**src/rtl/rv32i_pkg.sv**
```systemverilog
// Shared RV32I fetch definitions: FSM state type, NOP encoding, default reset vector.
package rv32i_pkg;

    typedef enum logic [1:0] {
        FETCH = 2'd0,
        WAIT  = 2'd1,
        HOLD  = 2'd2,
        FAULT = 2'd3
    } fetch_state_t;

    // addi x0, x0, 0
    localparam logic [31:0] NOP_INSTR            = 32'h0000_0013;
    localparam logic [31:0] DEFAULT_RESET_VECTOR = 32'h0000_0000;

    // Only bit 1 matters: bit 0 is allowed through for jal/branch targets.
    function automatic logic pc_misaligned(input logic [31:0] pc);
        return pc[1];
    endfunction

endpackage

```
**src/rtl/next_pc_sel.sv**
```systemverilog
// Combinational next-pc selection: jalr > jal > branch > sequential.
module next_pc_sel
    import rv32i_pkg::*;
(
    input  logic [31:0] pc,
    input  logic [31:0] pc_target,
    input  logic        jal,
    input  logic        jalr,
    input  logic        branch_taken,
    output logic [31:0] next_pc,
    output logic        misaligned
);

    // The decoder raises jal together with jalr for JALR, so jalr is checked first.
    always_comb begin
        next_pc = pc + 32'd4;
        if (jalr) begin
            next_pc = {pc_target[31:1], 1'b0};
        end else if (jal || branch_taken) begin
            next_pc = pc_target;
        end
    end

    assign misaligned = pc_misaligned(next_pc);

endmodule

```
**src/rtl/instr_fetch.sv**
```systemverilog
// Instruction fetch unit: one outstanding request, holds the fetched word until the
// core retires it, then redirects or advances the pc. Timeouts and misaligned
// targets park the unit in a sticky fault state until reset.
module instr_fetch
    import rv32i_pkg::*;
#(
    parameter logic [31:0] RESET_VECTOR = DEFAULT_RESET_VECTOR,
    parameter int unsigned TIMEOUT      = 16
) (
    input  logic        clk,
    input  logic        reset_n,
    output logic        imem_req,
    output logic [31:0] imem_addr,
    input  logic        imem_rvalid,
    input  logic [31:0] imem_rdata,
    output logic [31:0] instr_code,
    output logic [31:0] instr_pc,
    output logic        instr_valid,
    input  logic        core_ready,
    input  logic        branch_taken,
    input  logic        jal,
    input  logic        jalr,
    input  logic [31:0] pc_target,
    output logic        fetch_fault,
    output logic [31:0] retired_cnt
);

    // The wait counter only needs to reach TIMEOUT-1.
    localparam int unsigned    CntW    = (TIMEOUT < 2) ? 1 : $clog2(TIMEOUT);
    localparam logic [CntW-1:0] CntLast = CntW'(TIMEOUT - 1);

    fetch_state_t    state_q, state_d;
    logic [31:0]     pc_q, pc_d;
    logic [31:0]     code_q, code_d;
    logic [31:0]     ipc_q, ipc_d;
    logic [31:0]     retired_q, retired_d;
    logic [CntW-1:0] wait_cnt_q, wait_cnt_d;
    logic            req_q, req_d;

    logic [31:0]     next_pc;
    logic            next_misaligned;

    next_pc_sel u_next_pc_sel (
        .pc           (pc_q),
        .pc_target    (pc_target),
        .jal          (jal),
        .jalr         (jalr),
        .branch_taken (branch_taken),
        .next_pc      (next_pc),
        .misaligned   (next_misaligned)
    );

    // Next-state logic. req_q is registered so it stays low while in reset; right
    // after reset FETCH spends one cycle raising it, afterwards it is raised on the
    // HOLD->FETCH transition so FETCH lasts exactly one cycle.
    always_comb begin
        state_d    = state_q;
        pc_d       = pc_q;
        code_d     = code_q;
        ipc_d      = ipc_q;
        retired_d  = retired_q;
        wait_cnt_d = wait_cnt_q;
        req_d      = 1'b0;

        unique case (state_q)
            FETCH: begin
                if (req_q) begin
                    state_d    = WAIT;
                    wait_cnt_d = '0;
                end else begin
                    req_d = 1'b1;
                end
            end
            WAIT: begin
                if (imem_rvalid) begin
                    code_d  = imem_rdata;
                    ipc_d   = pc_q;
                    state_d = HOLD;
                end else if (wait_cnt_q == CntLast) begin
                    state_d = FAULT;
                end else begin
                    wait_cnt_d = wait_cnt_q + CntW'(1);
                end
            end
            HOLD: begin
                if (core_ready) begin
                    retired_d = retired_q + 32'd1;
                    // A misaligned target is kept in pc for post-mortem.
                    pc_d      = next_pc;
                    if (next_misaligned) begin
                        state_d = FAULT;
                    end else begin
                        state_d = FETCH;
                        req_d   = 1'b1;
                    end
                end
            end
            FAULT: begin
                state_d = FAULT;
            end
            default: begin
                state_d = FAULT;
            end
        endcase
    end

    // All fetch state, asynchronously cleared.
    always_ff @(posedge clk or negedge reset_n) begin
        if (!reset_n) begin
            state_q    <= FETCH;
            pc_q       <= RESET_VECTOR;
            code_q     <= NOP_INSTR;
            ipc_q      <= RESET_VECTOR;
            retired_q  <= 32'd0;
            wait_cnt_q <= '0;
            req_q      <= 1'b0;
        end else begin
            state_q    <= state_d;
            pc_q       <= pc_d;
            code_q     <= code_d;
            ipc_q      <= ipc_d;
            retired_q  <= retired_d;
            wait_cnt_q <= wait_cnt_d;
            req_q      <= req_d;
        end
    end

    assign imem_req    = req_q;
    assign imem_addr   = pc_q;
    assign instr_code  = code_q;
    assign instr_pc    = ipc_q;
    assign instr_valid = (state_q == HOLD);
    assign fetch_fault = (state_q == FAULT);
    assign retired_cnt = retired_q;

endmodule
```
**config.mk**
```make
export PLATFORM = sky130hd
export DESIGN_NAME = instr_fetch
export DESIGN_NICKNAME = d
export VERILOG_FILES = /design/src/rtl/rv32i_pkg.sv /design/src/rtl/next_pc_sel.sv /design/src/rtl/instr_fetch.sv
export SDC_FILE = /design/constraint.sdc
export NUM_CORES = 1
export LEC_CHECK = 0
export ABC_AREA = 1
export CORE_UTILIZATION = 43
export DETAILED_ROUTE_END_ITERATION = 6
export PLACE_DENSITY = 0.75
export SYNTH_ARGS = -nofsm -noshare
export SYNTH_HDL_FRONTEND = slang
export SYNTH_SLANG_ARGS = --single-unit
```
**constraint.sdc**
```tcl
create_clock -name clk -period 1.59 [get_ports clk]
set_input_delay 0.159 -clock clk [delete_from_list [all_inputs] [get_ports clk]]
set_output_delay 0.159 -clock clk [all_outputs]
set_load 0.01 [all_outputs]
```
# Word-level counts from Yosys, hierarchy flattened
# Cells that the tools add are included.
op_classes:
  eq_ne: 9
  add_sub_neg: 3
  n_reduce_logical: 7
  n_mux: 16
op_table:
  columns: ["cell", "count"]
  rows:
  - ["32-bit 2-to-1 mux", 2]
  - ["32-bit by 1-bit adder with 32-bit output, second input constant", 1]
  - ["32-bit by 3-bit adder with 32-bit output, second input constant", 1]
  - ["4-bit 2-to-1 mux", 3]
  - ["2-bit 2-to-1 mux", 5]
  - ["2-bit one-hot mux with 4 select lines", 1]
  - ["4-bit one-hot mux with 2 select lines", 1]
  - ["2-bit inequality test, second input constant", 3]
  - ["4-bit by 1-bit adder with 4-bit output, second input constant", 1]
  - ["2-bit == test, second input constant", 2]
  - ["4-bit == test, second input constant", 1]
  - ["2-bit AND reduction", 2]
  - ["4-bit AND reduction", 1]
  - ["1-bit 2-to-1 mux", 3]
  - ["3-bit inequality test, second input constant", 1]
  - ["3-bit AND reduction", 1]
  - ["2-bit by 1-bit == test with 1-bit output, second input constant", 1]
  - ["2-bit zero test", 1]
  - ["2-bit by 1-bit inequality test with 1-bit output, second input constant", 1]
  - ["1-bit one-hot mux with 2 select lines", 1]
  - ["2-bit nonzero test", 1]
  - ["1-bit logical OR", 1]
totals:
  elab_cells: 42
  inputBits: 71
  out_inout_bits: 131
  regBits: 135

# Logic depth before layout (Yosys ltp)
depth:
  depth_word: 6
  depth_mapped: 10

# By module
# A second synthesis with hierarchy kept.
hier_totals:
  hier_cells: 977
  hier_area_um2: 7073.0
modules_own_cells:
  columns: ["mod", "area_per_inst_um2", "cells_per_inst", "n_inst"]
  rows:
  - ["instr_fetch", 5720.5, 685, 1]
  - ["next_pc_sel", 1352.5, 292, 1]

# Worst setup path after synthesis
# Ideal clock, no wire load.
synth_timing:
  path_type: "register to register"
  from: "reg pc_q[2], in the netlist imem_addr[2]"
  to: "reg pc_q[14], in the netlist imem_addr[14]"
  path_slack_ns: -0.009
  t_required_ns: 1.467
  setup_ns: 0.123
  arrival_ns: 1.476
  path_stages_with_launch: 9
  cell_sequence: "dfrtp_1 > ha_1 > nand2_1 > nor2_2 > nand2_1 > nor2_2 > nand2_1 > nor3_1 > nor3_2"
synth_between:
  elab_chain_len: 3
synth_lines:
  columns: ["item", "line", "text"]
  rows:
  - ["start, declared", "instr_fetch.sv:33", "logic [31:0] pc_q, pc_d;"]
  - ["start signal, assigned", "instr_fetch.sv:119", "pc_q <= pc_d;"]
  - ["32-bit by 3-bit adder with 32-bit output", "next_pc_sel.sv:16", "next_pc = pc + 32'd4;"]
  - ["32-bit 2-to-1 mux", "next_pc_sel.sv:19", "end else if (jal || branch_taken) begin"]
  - ["32-bit 2-to-1 mux", "next_pc_sel.sv:17", "if (jalr) begin"]
# Every way passes these cells.
# A chain may end at the register's enable or synchronous reset.

# Worst setup path in the final report
layout_timing:
  from: "reg pc_q[9], in the netlist imem_addr[9]"
  to: "reg pc_q[29], in the netlist imem_addr[29]"
# Same word-level chain as after synthesis.

==> implementation parameters <==
Parameter                              Value

Critical path
  Delay of the slowest cell on the worst path    0.43 ns
  Highest-delay cell along the critical path    dfrtp_1
  Worst-path cell chain    nand2_1, nor2_1, nand2_1, nor2_2, nand2_1, nand2_1, nand2_1, nand2_1, nand3_1
  Gate family responsible for the most delay along the worst path    simple AND/OR/NAND/NOR gates
  Critical setup path kind    reg -> reg
  Type of origin of the critical path    register
  Crit path required time    1.88 ns
  Worst r2r path cells    9
  Element type at the critical path end    register
  Most common cell type on the critical path    nand2_1
  Data arrival time of the critical path    1.87 ns
  Buf+Inv Stages, Crit Path    0
  Maximum fanout along the worst path    4
  Crit. path cell count    9

Timing
  Fin Setup TNS    0 ns
  Final number of setup-violating endpoints    0
  Share of the clock period used by the worst path after layout    99.1%
  Setup repair after global routing missed its margin    yes
  Transition time of the tightest slew-check pin    0.333 ns
  Setup ws final    0.0139 ns
  Count of endpoints failing hold in the final timing report    0
  Minimum clock period after layout    1.58 ns
  Final Max Tran Viols    0
  Layout Skew    0.00899 ns
  Fmax    0.634 GHz
  Relative max-transition margin    77.8%

Worst hold path
  Worst hold path type    in -> async

Yosys
  Share of async-settable or async-resettable flops after synthesis    100%
  Adder-cell area share of the yosys netlist    0.538%
  Syn Nets    960
  Mapped Area    6980 sq um
  Most instantiated flip-flop cell in the synthesis netlist    dfrtp_1
  Warnings from Yosys    0
  Compound-cell area share of the yosys netlist    6.22%
  Number of instances in the synthesized netlist    886
  Netlist cell types    40
  Count of flip-flops with a built-in enable after synthesis    0
  Seq/Total Area, Yosys    48.5%
  Seq cells post-synth    135
  Multiplexer area fraction after synthesis    5.49%
  Mean post-synth cell area    7.87 sq um
  Post-synthesis simple-gate area fraction    30.4%
  Xor/xnor share of the synthesized area    2.64%
  Main combinational cell family by area after synthesis    simple AND/OR/NAND/NOR gates

Die
  Number of rows in the core area    46
  Area of the core    15,900 sq um
  Horizontal die dimension    129 um
  Number of placed I/O pins    202
  Starting density of the core    43.9%
  Die Y    129 um
  Die outline area    16,700 sq um

Power and ir drop
  Cell area power density    1700 nW/um^2
  Sum of internal, switching and leakage power    18.8 mW
  Worst vdd ir    0.869 mV
  Leak Pwr    5.20 nW

Drt
  Wire per inst    15.7 um
  Avg Vias per Cell    5.00
  Detailed-routing iteration count for the pre-antenna-repair pass    6
  Final routed wirelength across all metal layers    22,300 um
  Iteration-0 DRC count of the detailed router    597
  Via count    7,133
  Final ANT Viol Nets    0
  Final routed DRC violation total    0

Global routing
  Largest net degree at the start of global routing    48
  First-pass GRT wire length    34,300 um
  Via count of the first global-routing pass    6,865
  Initial antenna violation count    0
  Aggregate global-route resource usage    26.9%
  Overflow left after global routing    0

Clocking
  Clock buffers created by TritonCTS    17
  Clk buf depth    2
  Max H-tree Level    4
  Number of sinks driven by the clock tree    135
  CTS tree    built
  Clock latency at the later pin of the worst-skew pair    0.42 ns
  Post-CTS clock slew at the launch and capture registers of the worst setup and hold paths    0.06 ns
  Clock Tree Root    clkbuf_16

Place
  Dpl hpwl    16,200 um
  Global placer's final weighted congestion    0.942
  Port bufs    201
  Cell count after placement    1,354
  Pre-CTS worst setup slack    -0.174 ns

Cells and area
  Fraction of final layout cells with drive strength greater than 1    22.3%
  Layout Area Growth over Synthesis    58.0%
  Commonest non-fill, non-tap cells in the layout    nand2_1, clkdlybuf4s50_1, dfrtp_1, buf_4, nor2_1
  Net total in the final layout    1,271
  Final cell count without fillers    1,426
  Leading cell type in the layout, fill and taps excluded    nand2_1
  Diode insertion count for antenna repair    0

Outcome
  Outcome    complete, no violations

Run
  Maxcap violations    0
-- worst paths after layout --
| path | from | end | slack [ns] |
|---|---|---|---|
| min in group clk | pc_target[3] | imem_addr[3]$_DFFE_PN0P_ | 0.32 |
| setup reg to reg | imem_addr[9]$_DFFE_PN0P_ | imem_addr[29]$_DFFE_PN0P_ | 0.01 |
| setup / recovery | imem_addr[9]$_DFFE_PN0P_ | imem_addr[29]$_DFFE_PN0P_ | 0.01 |
| hold / removal | reset_n | imem_addr[18]$_DFFE_PN0P_ | 0.20 |
| hold reg to reg | instr_pc[15]$_DFFE_PN0P_ | instr_pc[15]$_DFFE_PN0P_ | 0.49 |
| max in group asynchronous | reset_n | instr_code[4]$_DFFE_PN1P_ | 0.77 |
-- through the flow --
| step | instance area (sq um) | hold WS (ns) | util [%] |
|---|---|---|---|
| 6_report | 11000 | 0.199 | 69.4 |
| 5_1_grt | 11000 | 0.215 | 69.4 |
| 4_1_cts | 10600 | 0.197 | 66.9 |
| 3_5_place_dp | 9820 | 0.0747 | 61.8 |
| 3_3_place_gp | 9820 | 0.0746 | 61.8 |
| 2_1_floorplan | 6980 | -0.137 | - |
-- state kept, by name (all words and copies together) (netlist names) --
| register | cells |
|---|---|
| imem_addr | 32 |
| imem_req | 1 |
| instr_pc | 32 |
| wait_cnt_q | 4 |
| instr_code | 32 |
| retired_cnt | 32 |
| state_q | 2 |
-- per-layer routing --
metal	vias to the layer above	wire length [um]	track usage [%]	share of wire, %
met5	-	0	0	0
met4	0	361	7.82	1.6
li1	3431	-	-	-
met2	299	11000	46.7	49
met3	34	1840	6.36	8.2
met1	3369	9190	33.4	41
-- cell usage after synthesis, types with 8 or more instances --
cell type | count | area, sq um
nand2_1 | 298 | 1120
mux2_2 | 34 | 383
xor2_1 | 12 | 105
nand3_1 | 56 | 280
o21ai_0 | 49 | 245
buf_2 | 18 | 90.1
nor2_1 | 107 | 402
o21ai_1 | 9 | 45.0
a21oi_1 | 15 | 75.1
dfrtp_1 | 132 | 3300
nor2_2 | 8 | 50.1
xnor2_1 | 9 | 78.8
inv_1 | 77 | 289
-- kinds of logic (layout without fill, tap and decap cells) --
| logic type | count (synthesis) | after routing |
|---|---|---|
| buf+inv | 105 | 429 |
| fa+ha+maj | 3 | 3 |
| mux | 34 | 34 |
| flops | 135 | 135 |
| compound gates | 82 | 82 |
| xor+xnor | 21 | 21 |
| simple gates | 506 | 506 |
-- layout make-up --
class	instances	area, sq um
clock inverter	15	201
tap	216	270
sequential	135	3400
multi-input combinational	646	3410
timing repair buffer	316	3000
fill	1271	4860
clock buffer	17	425
inverter	81	312
-- power by group --
group          internal [mW]  switching (mW)  total [mW]
clock                   2.63            1.57        4.20
sequential              4.89            1.12        6.00
combinational           4.46            4.10        8.56
-- repair_timing --
item	4_1_cts	5_1_grt
hold buffers	1	0
buffers inserted	23	16
hold endpoints to repair	132	0
setup endpoints to repair	50	78
gates resized for setup	39	85
pin swaps	0	17
gates cloned	0	0
No activity file was read; power rests on OpenSTA's default activity.
